===== src/rtl/vmask_pkg.sv =====
// Shared types and mask helpers for the vector mask feed stage.
// Optional macro VMASK_FEED_VSTART_EN enables the vstart head mask helper.
package vmask_pkg;

    localparam int unsigned MASK_MAX_W = 1024;

    typedef enum logic [1:0] {
        IDLE  = 2'd0,
        ISSUE = 2'd1,
        DRAIN = 2'd2
    } vmask_state_e;

    function automatic int unsigned chunk_count(input int unsigned vl, input int unsigned w);
        return (vl + w - 1) / w;
    endfunction

    // n low bits set; n must not exceed MASK_MAX_W
    function automatic logic [MASK_MAX_W-1:0] low_ones(input int unsigned n);
        logic [MASK_MAX_W-1:0] ones;
        ones = '1;
        if (n == 0) begin
            return '0;
        end
        return ones >> (MASK_MAX_W - n);
    endfunction

    function automatic logic [MASK_MAX_W-1:0] tail_mask(input int unsigned k,
                                                         input int unsigned vl,
                                                         input int unsigned w);
        int unsigned lo;
        lo = k * w;
        if (vl <= lo) begin
            return '0;
        end
        if (vl - lo >= w) begin
            return low_ones(w);
        end
        return low_ones(vl - lo);
    endfunction

`ifdef VMASK_FEED_VSTART_EN
    // Bits at global positions >= vstart are kept
    function automatic logic [MASK_MAX_W-1:0] head_mask(input int unsigned k,
                                                         input int unsigned vstart,
                                                         input int unsigned w);
        int unsigned lo;
        lo = k * w;
        if (vstart <= lo) begin
            return low_ones(w);
        end
        if (vstart - lo >= w) begin
            return '0;
        end
        return low_ones(w) & ~low_ones(vstart - lo);
    endfunction
`endif

endpackage


===== src/rtl/vmask_feed_gen.sv =====
// Combinational mask builder: applies v0, vl tail and (optionally) vstart head to one chunk.
// Optional macro VMASK_FEED_VSTART_EN adds the vstart input.
module vmask_gen
    import vmask_pkg::*;
#(
    parameter int unsigned W           = 64,
    parameter int unsigned VL_WIDTH    = 11,
    parameter int unsigned CHUNK_WIDTH = 6
) (
    input  logic [CHUNK_WIDTH-1:0] chunk,
    input  logic [VL_WIDTH-1:0]    vl,
    input  logic                   vm,
`ifdef VMASK_FEED_VSTART_EN
    input  logic [VL_WIDTH-1:0]    vstart,
`endif
    input  logic [W-1:0]           vs2,
    input  logic [W-1:0]           v0,
    output logic [W-1:0]           m0_c
);

    logic [W-1:0] tail;
    logic [W-1:0] head;
    logic [W-1:0] v0_sel;

    always_comb begin
        tail = W'(tail_mask(32'(chunk), 32'(vl), W));
`ifdef VMASK_FEED_VSTART_EN
        head = W'(head_mask(32'(chunk), 32'(vstart), W));
`else
        head = '1;
`endif
        v0_sel = vm ? '1 : v0;
        m0_c   = vs2 & v0_sel & tail & head;
    end

endmodule


===== src/rtl/vmask_feed.sv =====
// Sequences vs2/v0 chunk reads and emits masked beats to the popcount stage.
// Optional macro VMASK_FEED_VSTART_EN adds in_vstart head masking.
module vmask_feed
    import vmask_pkg::*;
#(
    parameter  int unsigned REQ_DATA_WIDTH = 64,
    parameter  int unsigned REQ_ADDR_WIDTH = 32,
    parameter  int unsigned VL_WIDTH       = 11,
    localparam int unsigned CHUNK_WIDTH    = VL_WIDTH - $clog2(REQ_DATA_WIDTH) + 1
) (
    input  logic                      clk,
    input  logic                      rst,
    input  logic                      in_start,
    input  logic [VL_WIDTH-1:0]       in_vl,
    input  logic                      in_vm,
    input  logic [REQ_ADDR_WIDTH-1:0] in_addr,
`ifdef VMASK_FEED_VSTART_EN
    input  logic [VL_WIDTH-1:0]       in_vstart,
`endif
    output logic                      rd_en,
    output logic [CHUNK_WIDTH-1:0]    rd_chunk,
    input  logic [REQ_DATA_WIDTH-1:0] rd_vs2,
    input  logic [REQ_DATA_WIDTH-1:0] rd_v0,
    output logic [REQ_DATA_WIDTH-1:0] out_m0,
    output logic                      out_valid,
    output logic                      out_end,
    output logic [REQ_ADDR_WIDTH-1:0] out_addr,
    output logic                      busy
);

    localparam int unsigned W = REQ_DATA_WIDTH;

    vmask_state_e           state;
    vmask_state_e           state_d;
    logic                   accept;
    logic                   rd_en_d;
    logic [CHUNK_WIDTH-1:0] rd_chunk_d;
    logic                   iss_zero;
    logic                   iss_zero_d;
    logic [CHUNK_WIDTH-1:0] nchunks_d;
    logic [CHUNK_WIDTH-1:0] last_q;
    logic [VL_WIDTH-1:0]    vl_q;
    logic                   vm_q;
`ifdef VMASK_FEED_VSTART_EN
    logic [VL_WIDTH-1:0]    vstart_q;
`endif

    logic                   s1_valid;
    logic                   s1_end;
    logic                   s1_zero;
    logic [CHUNK_WIDTH-1:0] s1_chunk;
    logic [W-1:0]           m0_c;

    // Next-state and issue control
    always_comb begin
        state_d    = state;
        accept     = 1'b0;
        rd_en_d    = 1'b0;
        rd_chunk_d = rd_chunk;
        iss_zero_d = 1'b0;
        nchunks_d  = CHUNK_WIDTH'(chunk_count(32'(in_vl), W));
        unique case (state)
            IDLE: begin
                if (in_start) begin
                    accept     = 1'b1;
                    rd_chunk_d = '0;
                    if (in_vl != '0) begin
                        state_d = ISSUE;
                        rd_en_d = 1'b1;
                    end else begin
                        // vl==0 still owes downstream one zero beat
                        state_d    = DRAIN;
                        iss_zero_d = 1'b1;
                    end
                end
            end
            ISSUE: begin
                if (rd_chunk == last_q) begin
                    state_d = DRAIN;
                end else begin
                    rd_en_d    = 1'b1;
                    rd_chunk_d = rd_chunk + CHUNK_WIDTH'(1);
                end
            end
            DRAIN: begin
                if (out_valid && out_end) begin
                    state_d = IDLE;
                end
            end
            default: state_d = IDLE;
        endcase
    end

    // State, issue and command registers
    always_ff @(posedge clk) begin
        if (rst) begin
            state    <= IDLE;
            rd_en    <= 1'b0;
            rd_chunk <= '0;
            iss_zero <= 1'b0;
            busy     <= 1'b0;
            last_q   <= '0;
            vl_q     <= '0;
            vm_q     <= 1'b0;
            out_addr <= '0;
`ifdef VMASK_FEED_VSTART_EN
            vstart_q <= '0;
`endif
        end else begin
            state    <= state_d;
            rd_en    <= rd_en_d;
            rd_chunk <= rd_chunk_d;
            iss_zero <= iss_zero_d;
            busy     <= (state_d != IDLE);
            if (accept) begin
                last_q   <= nchunks_d - CHUNK_WIDTH'(1);
                vl_q     <= in_vl;
                vm_q     <= in_vm;
                out_addr <= in_addr;
`ifdef VMASK_FEED_VSTART_EN
                vstart_q <= in_vstart;
`endif
            end
        end
    end

    vmask_gen #(
        .W           (W),
        .VL_WIDTH    (VL_WIDTH),
        .CHUNK_WIDTH (CHUNK_WIDTH)
    ) u_gen (
        .chunk  (s1_chunk),
        .vl     (vl_q),
        .vm     (vm_q),
`ifdef VMASK_FEED_VSTART_EN
        .vstart (vstart_q),
`endif
        .vs2    (rd_vs2),
        .v0     (rd_v0),
        .m0_c   (m0_c)
    );

    // Two-stage beat pipeline aligned with the register-file read latency
    always_ff @(posedge clk) begin
        if (rst) begin
            s1_valid  <= 1'b0;
            s1_end    <= 1'b0;
            s1_zero   <= 1'b0;
            s1_chunk  <= '0;
            out_valid <= 1'b0;
            out_end   <= 1'b0;
            out_m0    <= '0;
        end else begin
            s1_valid  <= rd_en | iss_zero;
            s1_end    <= iss_zero | (rd_en & (rd_chunk == last_q));
            s1_zero   <= iss_zero;
            s1_chunk  <= rd_chunk;
            out_valid <= s1_valid;
            out_end   <= s1_valid & s1_end;
            out_m0    <= (s1_valid && !s1_zero) ? m0_c : '0;
        end
    end

endmodule


===== config.mk =====
export PLATFORM = sky130hd
export DESIGN_NAME = vmask_feed
export DESIGN_NICKNAME = d
export VERILOG_FILES = /design/src/rtl/vmask_pkg.sv /design/src/rtl/vmask_feed_gen.sv /design/src/rtl/vmask_feed.sv
export SDC_FILE = /design/constraint.sdc
export NUM_CORES = 1
export LEC_CHECK = 0
export ABC_AREA = 1
export CORE_AREA = 2 2 126 128
export DETAILED_ROUTE_END_ITERATION = 8
export DIE_AREA = 0 0 128 130
export PLACE_DENSITY = 0.85
export SLEW_MARGIN = 20
export SYNTH_ARGS = -nofsm -noshare
export SYNTH_HDL_FRONTEND = slang
export SYNTH_HIERARCHICAL = 1
export SYNTH_SLANG_ARGS = --single-unit
export TNS_END_PERCENT = 50

===== constraint.sdc =====
create_clock -name clk -period 7.8 [get_ports clk]
set_clock_uncertainty 0.15 [all_clocks]
set_input_delay 1.95 -clock clk [delete_from_list [all_inputs] [get_ports clk]]
set_output_delay 1.95 -clock clk [all_outputs]
set_load 0.005 [all_outputs]

After elaboration in Yosys (flattened, before gate mapping):

Cells that the tools add are included.

* flip-flop bits (word level): 136
* input port bits: 175
* output and inout bits: 106
* word-level logic and storage cells: 78

* add/sub/neg operators: 6
* order comparisons: 2
* equality and inequality tests: 5
* shifts and indexed selects: 1
* multiplexer cells: 28
* bitwise operators: 9
* reduce and logical (&&, ||, !) cells: 11

Operators with widths (number)
* >> shifter 1024 x 32 -> 64 bit, first input constant: 1
* two-way mux 64 bit: 7
* AND 64 bit: 2
* >= comparator 32 x 7 -> 1 bit, second input constant: 1
* zero test 32 bit: 1
* subtractor 11 x 32 -> 32 bit, first input constant: 1
* subtractor 11 x 12 -> 13 bit: 1
* adder 11 x 7 -> 12 bit, second input constant: 1
* <= comparator 11 x 12 -> 1 bit: 1
* two-way mux 1 bit: 12
* two-way mux 6 bit: 2
* case mux 6 bit (2 select lines): 1
* subtractor 12 x 1 -> 12 bit, second input constant: 1
* nonzero test 11 bit: 1
* two-way mux 2 bit: 4
* adder 6 x 1 -> 6 bit, second input constant: 1
* equality test 6 bit: 1
* case mux 2 bit (3 select lines): 1
* subtractor 6 x 1 -> 6 bit, second input constant: 1
* != test 2 bit, second input constant: 2
* nonzero test 2 bit: 2
* inverter 1 bit: 3
* AND reduction 3 bit: 1
* OR reduction 3 bit: 1
* other kinds (9): 12

Depth between registers and ports, before layout:

Gate-level depths: netlist of run 1.

* depth after elaboration: 10
* gate-level depth with buffers: 29
* gate-level depth less buffers: 28

By module:

Netlist of run 1, hierarchy kept.

By module, submodules not included
* vmask_feed: instances 1, cells an instance 494, area an instance 4445.5 um^2, sequential area each 2722.6 um^2
* vmask_gen: instances 1, cells an instance 508, area an instance 2701.3 um^2, sequential area each 0.0 um^2

Least setup slack after synthesis of run 1:

No wires, ideal clock.

* kind: flip-flop to flip-flop
* start: register vl_q[6]
* end: register out_m0[7]
* library setup time: 0.064 ns
* arrival time: 3.416 ns
* required time: 7.586 ns
* setup slack: 4.170 ns
* stages on the path, launching flop included: 29
* path buffers: 1
* period minus slack after synthesis: 3.630 ns
* cells stage by stage: dfxtp_1 -> inv_1 -> ha_1 -> fa_1 -> nand2_1 -> nor2_1 -> nand2_2 -> nor2_1 -> nand2_1 -> nand2_1 -> nand2_2 -> ha_1 -> nand2_1 -> nor4_1 -> nand2_1 -> nor2_2 -> nand2_4 -> buf_6 -> nor2_4 -> nand2_2 -> nor3_2 -> nand2_1 -> nand2_1 -> nand3_1 -> nand2_1 -> nand2_1 -> a21oi_1 -> inv_1 -> nor2_1

* word-level cells in the longest chain between the ends: 9
* elaborated cells between the ends (all ways): 17
* classes of those cells: add/sub: 2; order compare: 2; shift: 1; mux: 10; bitwise: 1; reduce/logical: 1

Ends and longest elaborated chain
* from (decl): line vmask_feed.sv:42 `logic [VL_WIDTH-1:0] vl_q;`
* from (signal assigned): line vmask_feed.sv:117 `vl_q <= in_vl;`
* branches (longest 7 deep; another with subtractor 11 x 32 -> 32 bit)
* two-way mux 64 bit (*): line vmask_pkg.sv:35 `if (vl - lo >= w) begin`
* AND 64 bit (*): line vmask_feed_gen.sv:33 `m0_c = vs2 & v0_sel & tail & head;`
* net m0_c[7]: line vmask_feed.sv:52 `logic [W-1:0] m0_c;`
* to (signal assigned): line vmask_feed.sv:160 `out_m0 <= (s1_valid && !s1_zero) ? m0_c : '0;`
* to (decl): line vmask_feed.sv:24 `output logic [REQ_DATA_WIDTH-1:0] out_m0,`

Mark *: on every way through the listed nets, which the timed path passes. The select of a mux whose other input is x is not followed.
A chain may end at the register's enable or synchronous reset.

Worst setup path after layout of run 1:

* start: register vl_q[6]
* end: register out_m0[43]

Same word-level chain as after synthesis.

==> results.py, run 1 <==
metrics = {
    "sta": {
        "slew_violations": 0,
        "setup_ws_ns": 3.11,
        "max-slew-margin-rel_pct": 37.6,
        "finalHoldViolCount": 0,
        "rsz0062_at_grt": "no",
        "whs_ns": 0.260,
        "fin_tns_setup_ns": 0,
        "period_needed_ns": 4.69,
        "finalSetupViolations": 0,
        "max_freq_mhz": 213,
        "tightestPinTransition_ns": 0.934,
        "finalCritPeriodShare_pct": 60.1,
    },
    "place": {
        "port_buffers": 280,
        "dp.cells": 1439,
        "place_ws_ns": 3.24,
        "gp_congestion": 0.983,
        "hpwl_mm": 18.0,
    },
    "critical_path": {
        "rr_startpoint": "vl_q[6]$_SDFFE_PP0P_",
        "r2r-end": "out_m0[43]$_SDFF_PP0_",
        "crit_fanout": 15,
        "crit_slowest_cell": "o21ai_2",
        "setup.worst_path.start": "vl_q[6]$_SDFFE_PP0P_",
        "crit_type": "flip-flop to flip-flop",
        "endpoint_kind": "flip-flop",
        "path_buf_inv": 3,
        "path_common_cell": "nand2_1",
        "path_delay_family": "simple AND/OR/NAND/NOR gates",
        "rrSetupSlack_ns": 3.11,
        "ff2ff_path_depth": 23,
        "path_cells": "inv_1 -> ha_1 -> fa_1 -> nand2_1 -> nor2_1 -> nand2_2 -> nor2_1 -> nand2_1 -> nand2_1 -> nand2_2 -> ha_1 -> nand2_1 -> nor4_1 -> nand2_1 -> nor2_2 -> nand2_4 -> o21ai_2 -> inv_2 -> nand2_4 -> o211ai_1 -> a211oi_1 -> inv_1 -> nor2_1",
        "arrival_ns": 4.89,
        "start_kind": "flip-flop",
        "required_ns": 8.00,
        "critPathMaxStageDelay_ns": 0.59,
    },
    "power_and_ir_drop": {
        "pwr-share-seq_pct": 30.0,
        "clkPwrFrac_pct": 32.5,
        "peakVddDrop_v": 0.000171,
        "p_int_w": 0.00156,
        "pwr-share-comb_pct": 37.4,
        "p_leak_nw": 4.39,
        "pwr_density_cell_nw_per_um2": 236,
        "switching_share_pct": 38.2,
        "p_switching_w": 0.000962,
        "total_power_w": 0.00252,
    },
    "floorplan": {
        "rows": 46,
        "num_io_pins": 281,
        "coreArea_um2": 15400,
        "die_width_um": 128,
        "die-area_um2": 16600,
        "initial_utilization_pct": 46.3,
        "die_h_um": 130,
    },
    "hold_path": {
        "hp-class": "flip-flop to flip-flop",
        "whs_endpoint": "out_end$_SDFF_PP0_",
        "hold_start": "s1_end$_SDFF_PP0_",
        "holdPathStages": 2,
    },
    "routing": {
        "first_pass_iters": 7,
        "wl_per_cell_um": 16.0,
        "drt_iter0_markers": 458,
        "drt-total-wl_mm": 23.5,
        "viasPerCell": 5.28,
        "drc_errors": 0,
        "ant_nets": 0,
        "via_count": 7779,
    },
    "job": {
        "max_cap_viol_count": 0,
    },
    "global_route": {
        "antenna_found_initial": 0,
        "grt_util_all_layers_pct": 27.4,
        "grt_start_max_net_pins": 66,
        "grt_overflow": 0,
        "first_global_vias": 7407,
        "grt_pass1_wl_mm": 36.2,
    },
    "cts": {
        "cts_setup_buffers": 0,
        "cts_tree": "built",
        "cts_resized": 0,
        "clockBufferDepth": 2,
        "numClockSinks": 136,
        "cts_hold_buf": 0,
        "cts_root_buffer": "clkbuf_16",
        "htree_levels": 4,
        "cts_made_buffers": 17,
        "clk_pin_slew_worst_paths_ns": 0.06,
        "clk_latency_ns": 0.42,
    },
    "yosys": {
        "yosys-top-cells-count": "nand2_1, inv_1, nor2_1, dfxtp_1, o21ai_0",
        "synth_top_area_share_pct": 38.1,
        "synth_area_leaders": "dfxtp_1, nand2_1, inv_1",
        "synth_warnings": 6,
        "post-synth-top-area-cell": "dfxtp_1",
        "netlist_area_um2": 7150,
        "ys_ff_latch": 136,
        "yosysMostFrequentCell": "nand2_1",
        "ys_seq_area_share_pct": 38.1,
        "syn_nets": 1190,
        "async_reset_ff_share_pct": 0,
        "ys_types": 49,
        "synthFlopType": "dfxtp_1",
        "netlist_instances": 1002,
        "synth_edf_count": 0,
        "postSynthAreaPerCell_um2": 7.13,
    },
    "run_status": {
        "status": "finished, final reports clean",
    },
    "cells_and_area": {
        "final.fill_count": 1283,
        "final_cells": 1472,
        "nets": 1455,
        "syn_to_final_growth_pct": 49.3,
        "antenna_cells": 0,
        "layout-drive-gt1-share_pct": 7.73,
    },
}
[cells in the final DEF, fill, tap and decap left out, drive strengths merged, types with 4 or more instances in the layout]
cell type,count
nand2,175
nor2,147
xnor2,4
o2111ai,16
nor4,9
clkbuf,17
a21oi,48
o211ai,15
dfxtp,136
xor2,10
inv,173
clkinvlp,4
nor3,34
o21ai,84
a211oi,7
nand3,40
ha,12
a22o,39
clkdlybuf4s50,280
buf,4
nand4,4
[routing by layer]
layer	up-vias	part of all wire [%]	GRT usage, %
met5	-	0	0
met4	0	3.2	12.3
met3	60	7.5	6.19
met2	348	49	48.4
met1	3556	40	31.9
li1	3815	-	-
[layout make-up]
type	instances	area [um^2]	area share [%]
clock buffers	17	425	3.99
clock inverters	15	184	1.72
inverters	167	628	5.89
multi-input cells	661	3620	34.0
flip-flops and latches	136	2720	25.5
well taps	192	240	2.25
repair buffers	284	2850	26.7
[how the worst max path moves through the flow]
stage                                        to  cells past startpoint  slack (ns)
after floorplan            out_m0[7]$_SDFF_PP0_                     28        4.17
after global placement    out_m0[58]$_SDFF_PP0_                     25        3.39
after detailed placement  out_m0[58]$_SDFF_PP0_                     25        3.24
after CTS                 out_m0[58]$_SDFF_PP0_                     25        3.21
after global routing      out_m0[60]$_SDFF_PP0_                     24        2.65
final                     out_m0[43]$_SDFF_PP0_                     23        3.11
[sequential cells by signal (all words and copies together), names as in the netlist]
signal,flops
out_valid,1
rd_chunk,6
s1_end,1
rd_en,1
s1_valid,1
s1_chunk,6
iss_zero,1
out_m0,64
vl_q,11
busy,1
s1_zero,1
out_end,1
state,2
last_q,6
out_addr,32
vm_q,1
[power groups by stage]
stage / registers [W] / logic (W) / clock network (W)
after detailed placement: 0.000772 / 0.000921 / 0
after global routing: 0.000761 / 0.00104 / 0.000861
after global placement: 0.000771 / 0.000905 / 0
final: 0.000757 / 0.000944 / 0.000820
after CTS: 0.000757 / 0.000929 / 0.000832
after floorplan: 0.000770 / 0.000606 / 0
[tightest hold or removal path, stage by stage (launching register included)]
cell and delay [ns]:
dfxtp_1 0.30, nand2_1 0.05, nor2_1 0.03
[kinds of logic after synthesis]
family / after synthesis / synth area share [%]
AOI/OAI and AO/OA: 222 / 20.3
buffers and inverters: 205 / 11.3
DFF: 136 / 38.1
adders and majority gates: 13 / 2.38
xor gates and xnor gates: 14 / 1.82
and+or+nand+nor: 412 / 26.1
[through the flow]
step                instance area (um^2)  util, %
global placement                   10000     65.1
finish                             10700     69.2
detailed placement                 10000     65.1
global route                       10700     69.2
floorplan                           7150        -
CTS                                10700     69.1
Note: power is estimated with default switching activity, not from simulation.
==> run 2: changes to the inputs <==
--- a/config.mk
+++ b/config.mk
@@ -6,10 +6,10 @@
 export NUM_CORES = 1
 export LEC_CHECK = 0
 export ABC_AREA = 1
-export CORE_AREA = 2 2 126 128
+export CORE_AREA = 2 2 131 133
 export DETAILED_ROUTE_END_ITERATION = 8
-export DIE_AREA = 0 0 128 130
-export PLACE_DENSITY = 0.85
+export DIE_AREA = 0 0 133 135
+export PLACE_DENSITY = 0.8
 export SLEW_MARGIN = 20
 export SYNTH_ARGS = -nofsm -noshare
 export SYNTH_HDL_FRONTEND = slang
==> constraint.sdc (replaced) <==
create_clock -name clk -period 4.4 [get_ports clk]
set_clock_uncertainty 0.15 [all_clocks]
set_input_delay 1.1 -clock clk [delete_from_list [all_inputs] [get_ports clk]]
set_output_delay 1.1 -clock clk [all_outputs]
set_load 0.005 [all_outputs]
==> run 2 against run 1 <==
  * Register-to-register slack got worse by 2.8 ns
  * Worst setup slack worse by 2.8 ns
  * Wire length grew 5.2%
  * Sequential share of layout area decreased by 0.60 points
  * Maximum frequency increased by 13%
  * Final cell count is 3.4% higher
  * Non-clock buffer count increased by 21
  * First-iteration DRC count is 16% higher
  * Sequential power up 78%
  * Utilization fell by 2.6 points
  * Clock-buffer cell count unchanged
==> results.py, run 2 (synthesized netlist as in run 1, its figures left out) <==
metrics = {
    "cells_and_area": {
        "mostFrequentLayoutCells": "clkdlybuf4s50_1, nand2_1, inv_1",
        "largest-register": "out_m0",
        "stdcell_area_um2": 10900,
        "antenna_cells": 0,
        "layout-drive-gt1-share_pct": 10.7,
        "reg_top3": "out_m0 x64, out_addr x32, vl_q x11",
        "final.fill_count": 1430,
        "nets": 1477,
        "syn_to_final_growth_pct": 53.0,
        "final_common_cell": "clkdlybuf4s50_1",
        "largest_reg_flops": 64,
    },
    "sta": {
        "max-slew-margin-rel_pct": 33.5,
        "tightestPinTransition_ns": 0.996,
        "slew_violations": 0,
        "max_freq_mhz": 242,
        "finalSetupViolations": 0,
        "finalHoldViolCount": 0,
        "period_needed_ns": 4.13,
        "finalCritPeriodShare_pct": 93.9,
    },
    "floorplan": {
        "num_io_pins": 281,
        "die_h_um": 135,
        "die_width_um": 133,
        "coreArea_um2": 16400,
        "die-area_um2": 18000,
        "initial_utilization_pct": 43.6,
        "rows": 47,
    },
    "routing": {
        "drt-total-wl_mm": 24.8,
        "first_pass_iters": 6,
        "drc_errors": 0,
        "via_count": 7827,
        "drt_iter0_markers": 532,
        "ant_nets": 0,
        "wl_per_cell_um": 16.3,
        "viasPerCell": 5.14,
    },
    "critical_path": {
        "endpoint_kind": "flip-flop",
        "critPathMaxStageDelay_ns": 0.53,
        "required_ns": 4.62,
        "arrival_ns": 4.35,
        "crit_fanout": 8,
        "crit_slowest_cell": "fa_1",
        "crit_type": "flip-flop to flip-flop",
        "path_cells": "inv_1 -> ha_2 -> fa_1 -> nand2_2 -> nor3_4 -> nand3_2 -> nand2_1 -> nand2_2 -> ha_1 -> nor2_1 -> nand3_1 -> nor4_2 -> nand2_1 -> nor2_4 -> nand2_4 -> nor2_4 -> clkinv_4 -> nand2_4 -> nand2_1 -> o21ai_2 -> a31oi_2 -> nor3_2 -> inv_1 -> nor2_1",
        "path_common_cell": "nand2_1",
        "start_kind": "flip-flop",
    },
    "cts": {
        "numClockSinks": 136,
        "htree_levels": 4,
        "clk_latency_ns": 0.43,
        "clk_pin_slew_worst_paths_ns": 0.07,
        "cts_hold_buf": 0,
        "clockBufferDepth": 2,
        "cts_made_buffers": 17,
        "cts_tree": "built",
        "cts_root_buffer": "clkbuf_16",
    },
    "place": {
        "placed_area_um2": 10200,
        "hpwl_mm": 18.7,
        "gp_congestion": 0.983,
        "port_buffers": 280,
    },
    "power_and_ir_drop": {
        "peakVddDrop_v": 0.000308,
        "pwr_density_cell_nw_per_um2": 413,
        "total_power_w": 0.00452,
        "p_leak_nw": 4.50,
    },
    "global_route": {
        "grt_pass1_wl_mm": 38.0,
        "first_global_vias": 7554,
        "antenna_found_initial": 0,
        "grt_start_max_net_pins": 65,
        "grt_overflow": 0,
        "grt_util_all_layers_pct": 26.9,
    },
    "run_status": {
        "status": "finished, final reports clean",
    },
    "hold_path": {
        "hp-class": "flip-flop to flip-flop",
    },
    "job": {
        "max_cap_viol_count": 0,
    },
}
run 2: layout make-up:
type,count,area [um^2],share of cell area [%]
multi-input cells,662,3710,34.0
repair buffers,305,3010,27.5
flip-flops and latches,136,2730,24.9
inverters,167,637,5.83
clock buffers,17,425,3.89
well taps,220,275,2.52
clock inverters,15,150,1.37
run 2: stage by stage:
stage | hold WS [ns] | worst slack [ns] | utilization (%) | std cells | TNS (ns)
final | 0.283 | 0.269 | 66.6 | 1522 | 0
after global routing | 0.309 | -0.0200 | 66.6 | 1522 | -0.0432
after CTS | 0.283 | 0.164 | 65.5 | 1511 | 0
after detailed placement | 0.265 | 0.184 | 62.0 | 1479 | 0
after global placement | 0.256 | 0.220 | 62.0 | 1479 | 0
after floorplan | 0.245 | 0.770 | - | 1002 | 0
run 2: critical path, delay by kind of cell (launching register included):
family	cells	cell delay, ns
AND/OR/NAND/NOR	16	2.12
adder cells (fa/ha/maj)	3	0.89
flip-flops	1	0.33
AO/OA/AOI/OAI	2	0.31
buffers and inverters	3	0.26
run 2: path summary, 6_finish.rpt:
check	from	to	slack [ns]	cells past startpoint
worst max-delay path	vl_q[6]$_SDFFE_PP0P_	out_m0[11]$_SDFF_PP0_	0.27	24
worst min-delay path	s1_end$_SDFF_PP0_	out_end$_SDFF_PP0_	0.28	2
worst max register to register	vl_q[6]$_SDFFE_PP0P_	out_m0[11]$_SDFF_PP0_	0.27	24
worst min register to register	s1_end$_SDFF_PP0_	out_end$_SDFF_PP0_	0.28	2
run 2: repair_timing:
action	4_1_cts	5_1_grt
setup endpoints to repair	0	43
gates resized for setup	0	27
buffers inserted	0	10
run 2: layer usage:
metal  share of wire (%)  track usage, %
met4                 3.4            11.2
met3                 7.8            7.28
met5                   0               0
met2                  50            48.0
met1                  39            30.4
run 2: report_power, final:
group	leakage, nW	switching [W]	internal (W)
Sequential	1.11	0.0000524	0.00130
Clock	0.282	0.000631	0.000755
Combinational	3.11	0.00110	0.000681
